--- config.mk ---
export PLATFORM = sky130hd
export DESIGN_NAME = keypad_key_arbiter_flat
export DESIGN_NICKNAME = d
export VERILOG_FILES = /design/src/rtl/keypad_key_arbiter_pkg.sv /design/src/rtl/keypad_key_arbiter_if.sv /design/src/rtl/keypad_key_arbiter_rr_arbiter.sv /design/src/rtl/keypad_key_arbiter.sv /design/src/flat_wrapper.sv
export SDC_FILE = /design/constraint.sdc
export NUM_CORES = 1
export LEC_CHECK = 0
export CORE_MARGIN = 3
export CORE_UTILIZATION = 35
export CTS_CLUSTER_SIZE = 14
export DETAILED_ROUTE_END_ITERATION = 10
export PLACE_DENSITY = 0.6
export SYNTH_ARGS = -nofsm -noshare
export SYNTH_HDL_FRONTEND = slang
export SYNTH_SLANG_ARGS = --single-unit
--- constraint.sdc ---
create_clock -name Clock -period 5.4 [get_ports Clock]
set_input_delay 1.62 -clock Clock [delete_from_list [all_inputs] [get_ports Clock]]
set_output_delay 1.62 -clock Clock [all_outputs]
set_load 0.03 [all_outputs]
--- src/rtl/keypad_key_arbiter_pkg.sv ---
// Shared definitions for the keypad key arbiter: key code width,
// handshake state encoding and the duplicate-filter hold limit.
package keypad_pkg;

    // Width of a {row,col} key code from the scanner.
    localparam int KEY_W = 4;

    // Duplicate-filter hold counter width and its saturation value.
    localparam int               DUP_HOLD_W = 10;
    localparam logic [DUP_HOLD_W-1:0] DUP_HOLD   = 10'd1023;

    // Scanner handshake states.
    typedef enum logic {
        ST_IDLE = 1'b0,
        ST_ACK  = 1'b1
    } hs_state_t;

endpackage

--- src/rtl/keypad_key_arbiter_if.sv ---
// Bus bundle between the keypad scanner / key consumers and the arbiter.
// The slave modport is the arbiter's view; master is the environment's view.
interface keypad_key_arbiter_if #(
    parameter int NREQ  = 2,
    parameter int DEPTH = 4
);
    import keypad_pkg::*;

    localparam int CW = $clog2(DEPTH) + 1;

    logic             KeyRdy;
    logic [KEY_W-1:0] RowColVector;
    logic             KeyRd;
    logic [NREQ-1:0]  Req;
    logic [NREQ-1:0]  Gnt;
    logic [KEY_W-1:0] KeyOut;
    logic             KeyValid;
    logic [CW-1:0]    Count;
    logic             Overflow;
    logic             OvfClr;

    modport slave (
        input  KeyRdy, RowColVector, Req, OvfClr,
        output KeyRd, Gnt, KeyOut, KeyValid, Count, Overflow
    );

    modport master (
        output KeyRdy, RowColVector, Req, OvfClr,
        input  KeyRd, Gnt, KeyOut, KeyValid, Count, Overflow
    );

endinterface

--- src/rtl/keypad_key_arbiter_rr_arbiter.sv ---
// NREQ-wide round-robin arbiter: grants the first requester at or after
// the pointer, wrapping at NREQ. Purely combinational; the caller owns
// the pointer register.
module keypad_rr_arbiter #(
    parameter int NREQ = 2,
    parameter int PW   = (NREQ > 1) ? $clog2(NREQ) : 1
) (
    input  logic [NREQ-1:0] req,
    input  logic [PW-1:0]   ptr,
    output logic [NREQ-1:0] gnt
);

    // Index of the requester examined i positions after the pointer.
    function automatic logic [PW-1:0] wrap_idx(input logic [PW-1:0] p, input int i);
        int s;
        s = int'(p) + i;
        if (s >= NREQ) begin
            s = s - NREQ;
        end
        return PW'(s);
    endfunction

    logic found;

    // Scan from the pointer and grant the first active request.
    always_comb begin
        gnt   = '0;
        found = 1'b0;
        for (int i = 0; i < NREQ; i++) begin
            if (!found && req[wrap_idx(ptr, i)]) begin
                gnt[wrap_idx(ptr, i)] = 1'b1;
                found                 = 1'b1;
            end
        end
    end

endmodule

--- src/rtl/keypad_key_arbiter.sv ---
// Keypad key arbiter: completes the scanner KeyRdy/KeyRd handshake,
// buffers key codes in a DEPTH-entry FIFO and hands them out to NREQ
// requesters through a round-robin arbiter.
// Optional feature macro: KEYPAD_DUP_FILTER_EN (repeat-key suppression).
module keypad_key_arbiter
    import keypad_pkg::*;
#(
    parameter int DEPTH          = 4,
    parameter int NREQ           = 2,
    parameter int DROP_WHEN_FULL = 0
) (
    input  logic                 Clock,
    input  logic                 Reset,
    keypad_key_arbiter_if.slave  bus
);

    localparam int AW = $clog2(DEPTH);
    localparam int CW = AW + 1;
    localparam int PW = (NREQ > 1) ? $clog2(NREQ) : 1;

    localparam logic [CW-1:0] FULL_CNT = CW'(DEPTH);
    localparam logic [PW-1:0] LAST_IDX = PW'(NREQ - 1);

    hs_state_t        state;
    hs_state_t        state_next;
    logic             key_rd;
    logic             key_rd_next;
    logic             push;
    logic             drop;
    logic             dup_hit;
    logic             full;

    logic [KEY_W-1:0] mem [DEPTH];
    logic [AW-1:0]    wr_ptr;
    logic [AW-1:0]    rd_ptr;
    logic [CW-1:0]    count;

    logic             pop;
    logic [NREQ-1:0]  rr_gnt;
    logic [PW-1:0]    rr_ptr;
    logic [PW-1:0]    gnt_idx;
    logic [NREQ-1:0]  gnt;
    logic [KEY_W-1:0] key_out;
    logic             ovf;

    // Binary index of a one-hot grant vector.
    function automatic logic [PW-1:0] onehot_idx(input logic [NREQ-1:0] oh);
        logic [PW-1:0] idx;
        idx = '0;
        for (int i = 0; i < NREQ; i++) begin
            if (oh[i]) begin
                idx = idx | PW'(i);
            end
        end
        return idx;
    endfunction

    // Fullness is judged on the occupancy at the start of the cycle, so a
    // pop in the same cycle never makes room for a push until the next one.
    assign full = (count == FULL_CNT);

`ifdef KEYPAD_DUP_FILTER_EN
    logic [KEY_W-1:0]      last_code;
    logic                  last_vld;
    logic [DUP_HOLD_W-1:0] hold_cnt;

    // Hold counter restarts on every push and saturates at the hold limit.
    always_ff @(posedge Clock) begin
        if (Reset) begin
            last_vld <= 1'b0;
            hold_cnt <= '0;
        end else if (push) begin
            last_vld <= 1'b1;
            hold_cnt <= '0;
        end else if (hold_cnt != DUP_HOLD) begin
            hold_cnt <= hold_cnt + 1'b1;
        end
    end

    // Remember the most recently buffered code.
    always_ff @(posedge Clock) begin
        if (push) begin
            last_code <= bus.RowColVector;
        end
    end

    // A repeat of the last buffered code inside the hold window is acked only.
    assign dup_hit = last_vld && (bus.RowColVector == last_code) && (hold_cnt != DUP_HOLD);
`else
    assign dup_hit = 1'b0;
`endif

    // Handshake state and KeyRd register.
    always_ff @(posedge Clock) begin
        if (Reset) begin
            state  <= ST_IDLE;
            key_rd <= 1'b0;
        end else begin
            state  <= state_next;
            key_rd <= key_rd_next;
        end
    end

    // Handshake next state: accept, drop or stall a new key; release on KeyRdy low.
    always_comb begin
        state_next  = state;
        key_rd_next = key_rd;
        push        = 1'b0;
        drop        = 1'b0;
        case (state)
            ST_IDLE: begin
                if (bus.KeyRdy) begin
                    if (!full) begin
                        push        = !dup_hit;
                        key_rd_next = 1'b1;
                        state_next  = ST_ACK;
                    end else if (DROP_WHEN_FULL != 0) begin
                        drop        = 1'b1;
                        key_rd_next = 1'b1;
                        state_next  = ST_ACK;
                    end
                end
            end
            ST_ACK: begin
                if (!bus.KeyRdy) begin
                    key_rd_next = 1'b0;
                    state_next  = ST_IDLE;
                end
            end
        endcase
    end

    // One pop per cycle whenever a key is buffered and anyone is asking.
    assign pop = (count != '0) && (|bus.Req);

    keypad_rr_arbiter #(
        .NREQ (NREQ),
        .PW   (PW)
    ) u_rr (
        .req (bus.Req),
        .ptr (rr_ptr),
        .gnt (rr_gnt)
    );

    assign gnt_idx = onehot_idx(rr_gnt);

    // FIFO storage write; contents need no reset.
    always_ff @(posedge Clock) begin
        if (push) begin
            mem[wr_ptr] <= bus.RowColVector;
        end
    end

    // FIFO pointers wrap naturally; the occupancy count separates full from empty.
    always_ff @(posedge Clock) begin
        if (Reset) begin
            wr_ptr <= '0;
            rd_ptr <= '0;
            count  <= '0;
        end else begin
            if (push) begin
                wr_ptr <= wr_ptr + 1'b1;
            end
            if (pop) begin
                rd_ptr <= rd_ptr + 1'b1;
            end
            case ({push, pop})
                2'b10:   count <= count + 1'b1;
                2'b01:   count <= count - 1'b1;
                default: count <= count;
            endcase
        end
    end

    // Grant, head key and round-robin pointer all update at the pop edge.
    always_ff @(posedge Clock) begin
        if (Reset) begin
            gnt     <= '0;
            key_out <= '0;
            rr_ptr  <= '0;
        end else begin
            gnt <= pop ? rr_gnt : '0;
            if (pop) begin
                key_out <= mem[rd_ptr];
                rr_ptr  <= (gnt_idx == LAST_IDX) ? '0 : gnt_idx + 1'b1;
            end
        end
    end

    // Sticky overflow flag; a drop in the same cycle beats a clear.
    always_ff @(posedge Clock) begin
        if (Reset) begin
            ovf <= 1'b0;
        end else if (drop) begin
            ovf <= 1'b1;
        end else if (bus.OvfClr) begin
            ovf <= 1'b0;
        end
    end

    assign bus.KeyRd    = key_rd;
    assign bus.Gnt      = gnt;
    assign bus.KeyOut   = key_out;
    assign bus.KeyValid = |gnt;
    assign bus.Count    = count;
    assign bus.Overflow = ovf;

endmodule

--- src/flat_wrapper.sv ---
// flat-port wrapper written by rule: the top's interface ports become plain ports
module keypad_key_arbiter_flat import keypad_pkg::*;
#(
    parameter int DEPTH          = 4,
    parameter int NREQ           = 2,
    parameter int DROP_WHEN_FULL = 0
)
  (Clock, Reset, bus_KeyRdy, bus_RowColVector, bus_Req, bus_OvfClr, bus_KeyRd, bus_Gnt, bus_KeyOut, bus_KeyValid, bus_Count, bus_Overflow);
  keypad_key_arbiter_if #(.NREQ(NREQ), .DEPTH(DEPTH)) bus_i ();
  input  logic Clock;
  input  logic Reset;
  input wire logic [$bits(bus_i.KeyRdy)-1:0] bus_KeyRdy;
  input wire logic [$bits(bus_i.RowColVector)-1:0] bus_RowColVector;
  input wire logic [$bits(bus_i.Req)-1:0] bus_Req;
  input wire logic [$bits(bus_i.OvfClr)-1:0] bus_OvfClr;
  output wire logic [$bits(bus_i.KeyRd)-1:0] bus_KeyRd;
  output wire logic [$bits(bus_i.Gnt)-1:0] bus_Gnt;
  output wire logic [$bits(bus_i.KeyOut)-1:0] bus_KeyOut;
  output wire logic [$bits(bus_i.KeyValid)-1:0] bus_KeyValid;
  output wire logic [$bits(bus_i.Count)-1:0] bus_Count;
  output wire logic [$bits(bus_i.Overflow)-1:0] bus_Overflow;
  assign bus_i.KeyRdy = bus_KeyRdy;
  assign bus_i.RowColVector = bus_RowColVector;
  assign bus_i.Req = bus_Req;
  assign bus_i.OvfClr = bus_OvfClr;
  assign bus_KeyRd = bus_i.KeyRd;
  assign bus_Gnt = bus_i.Gnt;
  assign bus_KeyOut = bus_i.KeyOut;
  assign bus_KeyValid = bus_i.KeyValid;
  assign bus_Count = bus_i.Count;
  assign bus_Overflow = bus_i.Overflow;
  keypad_key_arbiter #(.DEPTH(DEPTH), .NREQ(NREQ), .DROP_WHEN_FULL(DROP_WHEN_FULL)) u_core (.Clock(Clock), .Reset(Reset), .bus(bus_i));
endmodule
Word level (Yosys, flattened, before mapping)
Memories as Yosys holds them, arrays and structs flattened. A register that Yosys moved wholly into a read port is not among the register bits. Cells that the tools add are included.

Bits in registers: 12. RAM bits: 16. Bits of input ports: 10. Memories: 1.

$add $sub $neg: 8. Magnitude comparators: 8. Eq/ne operators: 6. Muxes and demuxes: 29. Bitwise operators: 3. Reductions and logical operators: 11.

Memories: u_core.mem (words 4, bits a word 4, rd ports 1, clocked after memory_dff 1, write ports 1, RTL line keypad_key_arbiter.sv:33) `logic [KEY_W-1:0] mem [DEPTH];`.

Operator list (count): $mux 1 (22); $lt 1x2->1 const B (4); $ne 2x2->1 const B (3); $pmux 3 s2 (1); $reduce_or 2->1 (3); $add 2x1->2 const B (2); $logic_and 1x1->1 (4); $mux 2 (2); $pmux 1 s2 (2); $add 3x1->3 const B (1); $eq 3x3->1 const B (1); $reduce_and 3->1 (1); $reduce_bool 3->1 (1); $sub 3x1->3 const B (1); $add 1x1->2 const B (1); $demux 1 s1 (2); $eq 2x1->1 const B (1); $eq 2x2->1 const B (1); $ge 1x1->1 const B (2); $ge 1x2->1 const B (1); $ge 2x2->1 const B (1); $not 1->1 (2); $or 2x2->2 (1); $reduce_bool 2->1 (1); other kinds (3) (4).

Depth between registers and ports, before layout
Depth in word-level cells: 17. Gate-level depth with buffers: 9. Depth with buffers taken out: 9.

Hierarchy
Synthesis repeated with hierarchy kept, for this count alone.

Cell total of the unflattened synthesis: 107. Area, all modules: 1365.1 um^2.

By module, submodules not included: keypad_key_arbiter (times used 1, cells an instance 104, area each 1346.3 um^2); keypad_rr_arbiter (times used 1, cells an instance 3, area each 18.8 um^2).

Worst setup path before layout
OpenSTA, ideal clock, no wires.

Path kind: in2reg. Start point: input port bus_Req[0]. End point: register u_core.count[2], in the netlist u_core.bus.Count[2]. Arrival time: 3047 ps. Slack: 2283 ps. Cell stages on the path: 8. Path buffers: 1. Cell sequence: o32a_1 > buf_6 > ha_1 > inv_1 > fa_1 > xor2_1 > or3_1 > a21oi_1.

Longest elaborated chain between the ends: 4. Elaborated cells between the ends (all ways): 6. Those cells by class: eq/ne: 2; mux: 1; reduce/logical: 3.

RTL lines: start, declared (RTL line flat_wrapper.sv:14) `input wire logic [$bits(bus_i.Req)-1:0] bus_Req;`; $reduce_or 2->1 * (RTL line keypad_key_arbiter.sv:134) `assign pop = (count != '0) && (|bus.Req);`; $logic_and 1x1->1 * (RTL line keypad_key_arbiter.sv:134); named net u_core.pop (RTL line keypad_key_arbiter.sv:38) `logic pop;`; $eq 2x1->1 / $eq 2x2->1 (equally long branches) (RTL line keypad_key_arbiter.sv:167) `case ({push, pop})`; $pmux 3 s2 / $reduce_bool 2->1 (equally long branches); end signal, assigned (RTL line keypad_key_arbiter.sv:168) `2'b10: count <= count + 1'b1;`; end signal, assigned (RTL line keypad_key_arbiter.sv:169) `2'b01: count <= count - 1'b1;`; end signal, assigned (RTL line keypad_key_arbiter.sv:170) `default: count <= count;`; end, declared (RTL line keypad_key_arbiter.sv:36) `logic [CW-1:0] count;`.

Mark *: on every way through the listed nets, which the timed path passes. The rest lies on a longest branch. A chain may end at the register's enable or synchronous reset.

Worst setup path in the final report
Start point: input port bus_Req[1]. End point: register u_core.count[2], in the netlist u_core.bus.Count[2].

Longest elaborated chain between the ends: 4. Elaborated cells between the ends (all ways): 6. Those cells by class: eq/ne: 2; mux: 1; reduce/logical: 3.

RTL lines (RTL line): $reduce_or 2->1 * (keypad_key_arbiter.sv:134); $logic_and 1x1->1 * (keypad_key_arbiter.sv:134); $eq 2x1->1 / $eq 2x2->1 (equally long branches) (keypad_key_arbiter.sv:167); $pmux 3 s2 / $reduce_bool 2->1 (equally long branches).

Mark *: on every way between the ends. The rest lies on a longest branch, timed or not.

==> metrics <==
clk slew on worst S/H paths approximately 0.070 ns; Post-CTS Resized 0; Final Routed Wirelength around 2.2 mm; Routed met1 length 900 um; dpl ws approximately 1.4 ns; synthesized instance count between 100 and 150; vias in the first global route slightly above 800; Setup Fix Bufs, Post-CTS 0; Final #Nets 144; final setup margin roughly 1.7 ns; Slew @ Worst Pin 0.600 ns; Yosys top cell area share about a third; largest net degree at the start of global routing 18; Yosys reg bits 32; overall fraction of global-route tracks in use between 10% and 20%; vias per cell 4.81; hold_buf cts 0; WL per Instance between 10 and 15 um; sequential share of the synthesized area 58.8%; Hold Fails Final Rpt 0; Initial Util a little under two fifths; Arr. time, crit path 3.91 ns; Port Buffer Count 19; chip height approximately 68 um; FF+latch area between 800 and 900 sq um; Clk Tree Root Cell clkbuf_8; Setup-failing EPs final 0; Synth Flop Type edfxtp_1; fillers 337; cell row count 22; top cells by area, synth edfxtp_1 35%, dfxtp_1 24%, mux4_2 6.6%; starting DRC count in detailed routing 33; Horiz. Die Dim about 68 um; Rel. slew slack ~60%; remaining global-route overflow 0; # diodes 0; Max Buffers Root-to-Sink 2; core area 3720 sq um; cts bufs inserted 5; Post-Syn Nets roughly 120; Die ar. ~4700 sq um; drt drc 0; worst reg2reg path depth 7; worst path required time 5.61 ns; first-pass GRT wire length between 3 and 4 mm; I/O Pins 22; Synth Warn # 0; share of layout cells above drive strength 1 about 11%; Max H-tree Level 2; setup tns final 0 ns; crit end category flop; Worst R2R Setup Slack 3.02 ns; metal2 WL between 1 and 1.5 mm; power density of the placed cells between 500 and 600 nW/um^2; Min-Delay Path Class flop to flop; met3 WL around 78 um; HP Start u_core.bus.KeyRd; HPWL after detailed placement around 1.6 mm; post-route ant nets 0; drt first pass iters 4; unique cell type count in the Yosys netlist 31; clk sinks 32; CTS tree done; Synth async-reset ratio 0%; GPL Wtd Cong roughly 0.63; startpoint types input port; DR vias between 800 and 900; Crit Path Class input port to flop; Slew Limit Fails 0; FF-to-FF Start u_core.bus.Count[0]; Hold Slack ~0.47 ns; initial antenna violation count 0; min cycle time layout ~3.7 ns; worst hold path cell count 1; Worst Clk Skew 0.00967 ns; clk_lat worst skew 0.29 ns; Synth top cells by count 16 x dfxtp_1, 16 x edfxtp_1, 11 x nor2_1; r2r endpoint u_core.bus.Count[2]; status completed; leakage power figure a little over 0.0006 uW; critical path peak fanout 8; max-cap violations 0; Synth Area per Inst between 10 and 15 sq um; Crit. Startpoint bus_Req[1]; Synth area leader edfxtp_1; Multi-input gate area just under 500 sq um; Post-synth EDFFs 16; achievable frequency roughly 0.27 GHz; fin crit share between 60% and 70%; CP Capture Point u_core.bus.Count[2]; RSZ-0062 raised after global routing no; Worst VDD drop ~190 uV; area grow syn2layout 23.5%; Netlist Area Pre-Place around 1400 sq um; highest metal used met4
state kept, by name, summed over array words and instances (netlist names):
signal and count:
u_core.rr_ptr 1, u_core.bus.KeyRd 1, u_core.rd_ptr 2, u_core.wr_ptr 2
u_core.bus.KeyOut 4, u_core.state 1, u_core.mem 16, u_core.bus.Count 3
u_core.bus.Gnt 2
cells in the final DEF (no fill, tap or decap), drive strengths merged, types with 3 or more instances in the layout:
| cell type | n |
|---|---|
| edfxtp | 16 |
| mux4 | 4 |
| clkdlybuf4s50 | 19 |
| nor3 | 3 |
| a21oi | 7 |
| o21ai | 4 |
| and3 | 4 |
| mux2i | 4 |
| dfxtp | 16 |
| ha | 5 |
| inv | 8 |
| nor2 | 11 |
| clkbuf | 5 |
metrics by stage:
step	power, uW	cells	cell area [sq um]	utilization, %
global route	930	177	1680	45.3
detailed placement	657	169	1570	42.3
floorplan	574	108	1360	-
finish	874	177	1680	45.3
global placement	645	169	1570	42.3
CTS	884	177	1680	45.3
power by group:
group / internal [uW] / total (uW) / switching, uW
combinational: 141 / 302 / 161
sequential: 303 / 346 / 43.7
clock: 136 / 226 / 89.4
total: 580 / 874 / 294
routing by layer:
| metal | up-vias | global-route usage, % |
|---|---|---|
| li1 | 420 | - |
| met1 | 411 | 10.8 |
| met2 | 14 | 19.2 |
| met3 | 6 | 4.93 |
| met4 | 0 | 8.19 |
| met5 | - | 0 |
cells by family after synthesis:
group           Yosys count  synth area share (%)
compound gates           16                  7.53
other cells               1                 0.275
mux                       8                  9.55
buf+inv                  14                  5.23
xor+xnor                  3                  1.93
flops                    32                  58.8
simple gates             28                  10.7
fa+ha+maj                 6                  6.06
final cells by class:
cell class	instances	share of cell area, %
clock buffer	5	4.09
timing repair buffer	19	11.3
multi-input combinational	62	29.1
clock inverter	3	2.53
tap	48	3.57
sequential	32	47.6
inverter	8	1.78
worst min path at each step:
stage	endpoint	slack [ns]
3_3_place_gp	u_core.bus.KeyRd	0.45
4_1_cts	u_core.bus.KeyRd	0.47
5_1_grt	u_core.bus.KeyRd	0.50
6_report	u_core.bus.KeyRd	0.47
3_5_place_dp	u_core.bus.KeyRd	0.46
2_1_floorplan	u_core.rr_ptr	0.46
critical path, cell delays in order:
cell and delay (ns):
clkdlybuf4s50_1 0.51, o32a_1 0.46, ha_1 0.27, inv_1 0.07, fa_1 0.38, xor2_1 0.16
or3_1 0.30, a21oi_1 0.14
Note: power is estimated with default switching activity, not from simulation.
==> variant (same flow settings) <==
`DROP_WHEN_FULL` is set to 0 in 2 places; all go to 1.
--- a/src/rtl/keypad_key_arbiter.sv
+++ b/src/rtl/keypad_key_arbiter.sv
@@ -7,7 +7,7 @@
 #(
     parameter int DEPTH          = 4,
     parameter int NREQ           = 2,
-    parameter int DROP_WHEN_FULL = 0
+    parameter int DROP_WHEN_FULL = 1
 ) (
     input  logic                 Clock,
     input  logic                 Reset,
--- a/src/flat_wrapper.sv
+++ b/src/flat_wrapper.sv
@@ -3,7 +3,7 @@
 #(
     parameter int DEPTH          = 4,
     parameter int NREQ           = 2,
-    parameter int DROP_WHEN_FULL = 0
+    parameter int DROP_WHEN_FULL = 1
 )
   (Clock, Reset, bus_KeyRdy, bus_RowColVector, bus_Req, bus_OvfClr, bus_KeyRd, bus_Gnt, bus_KeyOut, bus_KeyValid, bus_Count, bus_Overflow);
   keypad_key_arbiter_if #(.NREQ(NREQ), .DEPTH(DEPTH)) bus_i ();
Formal check against the unedited RTL: not equivalent (Yosys sat finds a counterexample within 10 cycles, from zero or initial values and one cycle with Reset high).
==> variant against the unedited design <==
Design area rose by 0.97%; setup slack improved by 41 ps; sequential share of layout area rose by 0.72 points; total power fell by 6.8%; die area rose by 1.0%; critical path depth did not move; wire length rose by 8.6%; synthesized area rose by 1.1%; sequential cell count rose by 1; global-route usage rose by 0.82 points; critical endpoint unchanged.
==> variant: results (changes against the unedited design) <==
Synthesis
  • YS warnings: 0 (unchanged)
  • Commonest cells post-synth: 17 x dfxtp_1, 16 x edfxtp_1, 11 x nor2_1
  • Main synth FF type: dfxtp_1
  • Async SR Flop Fraction: 0% (unchanged)
  • Number of flops mapped to enable cells by yosys: 16 (unchanged)
  • Post-synth cell types: 28 (-9.7%)
  • Seq/Total Area, Yosys: 59.6% (+0.81 points)
  • Synth area leaders: edfxtp_1 35%, dfxtp_1 25%, mux4_2 6.5%
  • Syn Nets: 124 (unchanged)

Clock tree
  • Resized Gates After CTS: 0 (unchanged)
  • Inserted Clock Buffers: 5 (unchanged)
  • Root buffer cell: clkbuf_8
  • Clk buf depth: 2 (unchanged)
  • Setup Buffers After CTS: 0 (unchanged)
  • Worst-path clk slew: 60 ps
  • Worst-Skew Late Latency: around 280 ps
  • Htree depth: 2 (unchanged)

Status
  • Status: completed

Setup path
  • FF-to-FF Start: u_core.bus.Count[0]$_SDFFE_PP0P_
  • Worst Setup Start Kind: input pin
  • WP data arrival: 3870 ps (-40 ps)
  • Crit. Startpoint: bus_Req[1]
  • Family with the most delay on the worst path: adder cells
  • Max stage delay cell, worst path: clkdlybuf4s50_1
  • Slowest stage delay, CP: 520 ps

Floorplan
  • Die width: 68.7 um (+0.50%)

Layout
  • Diodes inserted: 0 (unchanged)
  • Layout cells sized above 1: 9.02% (-1.8 points)
  • Layout Nets: 148 (+2.8%)
  • Fillers: 362 (+7.4%)

Placed design
  • HPWL after DPL: 1740 um (+7.1%)
  • Port Buf Inserts: 21 (+2)
  • Cell Area, Placed: 0.00162 mm2 (+2.9%)
  • GP Congestion: 0.771 (+22%)

Detailed routing
  • TritonRoute pass-1 iters: 4 (unchanged)
  • DRT iter0 DRCs: 66 (+100%)
  • Vias: 874 (+2.7%)
  • Overall routed net length: 2400 um (+8.6%)

Timing
  • Max Clock Skew: 3.14 ps (-6.53 ps)
  • Worst-Margin Slew: 629 ps (+28.1 ps)

Global routing
  • Largest net degree at the start of global routing: 19 (+1)
  • Vias in the first global route: 859 (+5.3%)
  • First-pass GRT wire length: 3970 um (+9.9%)
  • Global-route usage over all layers: 12.2% (+0.82 points)

Min path
  • HP Start: u_core.bus.KeyRd$_SDFFE_PP0P_
  • Min-delay worst type: reg -> reg

Power and ir drop
  • Worst VDD drop: 0.152 mV (-20%)
  • Pleak: 0.612 nW (about the same)
-- variant: path summary, 6_finish.rpt --
check / to / slack, ps / depth (start not counted)
setup / recovery: u_core.bus.Count[2]$_SDFFE_PP0P_ / 1740 / 8
hold / removal: u_core.bus.KeyRd$_SDFFE_PP0P_ / 490 / 2
setup reg to reg: u_core.bus.Count[2]$_SDFFE_PP0P_ / 3070 / 7
hold reg to reg: u_core.bus.KeyRd$_SDFFE_PP0P_ / 490 / 2
-- variant: cell families after synthesis --
| family | share of synthesized area [%] |
|---|---|
| DFF | 59.6 |
| buffers and inverters | 4.36 |
| and+or+nand+nor | 11.1 |
| xor gates and xnor gates | 1.91 |
| AOI/OAI and AO/OA | 7.63 |
| muxes | 9.45 |
| adders and majority gates | 5.99 |
-- variant: worst register-to-register path, stage by stage (launching register included) --
cell and delay [ps]:
dfxtp_1 470, o32a_1 490, ha_1 270, inv_1 60, fa_1 370, xor2_1 150
or3_1 300, a21oi_1 140
-- variant: per-stage QoR --
stage	util (%)	hold slack, ps	setup WS, ps	std cells	total power (W)
after detailed placement	43.5	483	1430	173	0.000652
final	45.7	494	1740	181	0.000815
after global placement	43.5	466	1510	173	0.000643
after floorplan	-	462	2280	108	0.000566
after global routing	45.7	527	1590	181	0.000872
after CTS	45.7	492	1730	181	0.000825
-- variant: routing by layer --
metal | vias to the layer above | routed length [um] | global-route usage (%) | share of wire [%]
li1 | 432 | - | - | -
met1 | 418 | 1020 | 14.0 | 43
met2 | 17 | 1180 | 18.6 | 49
met3 | 7 | 120 | 3.89 | 5.0
met4 | 0 | 84 | 9.49 | 3.5
met5 | - | 0 | 0 | 0
-- variant: area by class of cell --
type                    instances  area (um2)  area share (%)
flip-flops and latches         33         821            48.3
clock buffers                   5        68.8            4.05
repair buffers                 21         210            12.4
inverters                       8        30.0            1.77
clock inverters                 3        12.5           0.736
multi-input cells              63         497            29.2
well taps                      48        60.1            3.53
-- variant: where the power goes --
| group | internal, W | switching [W] | total [W] | leakage (nW) |
|---|---|---|---|---|
| Sequential | 0.000307 | 0.0000438 | 0.000351 | 0.286 |
| Combinational | 0.000137 | 0.000155 | 0.000292 | 0.283 |
| Clock | 0.0000865 | 0.0000852 | 0.000172 | 0.0430 |
| Total | 0.000531 | 0.000284 | 0.000815 | 0.612 |
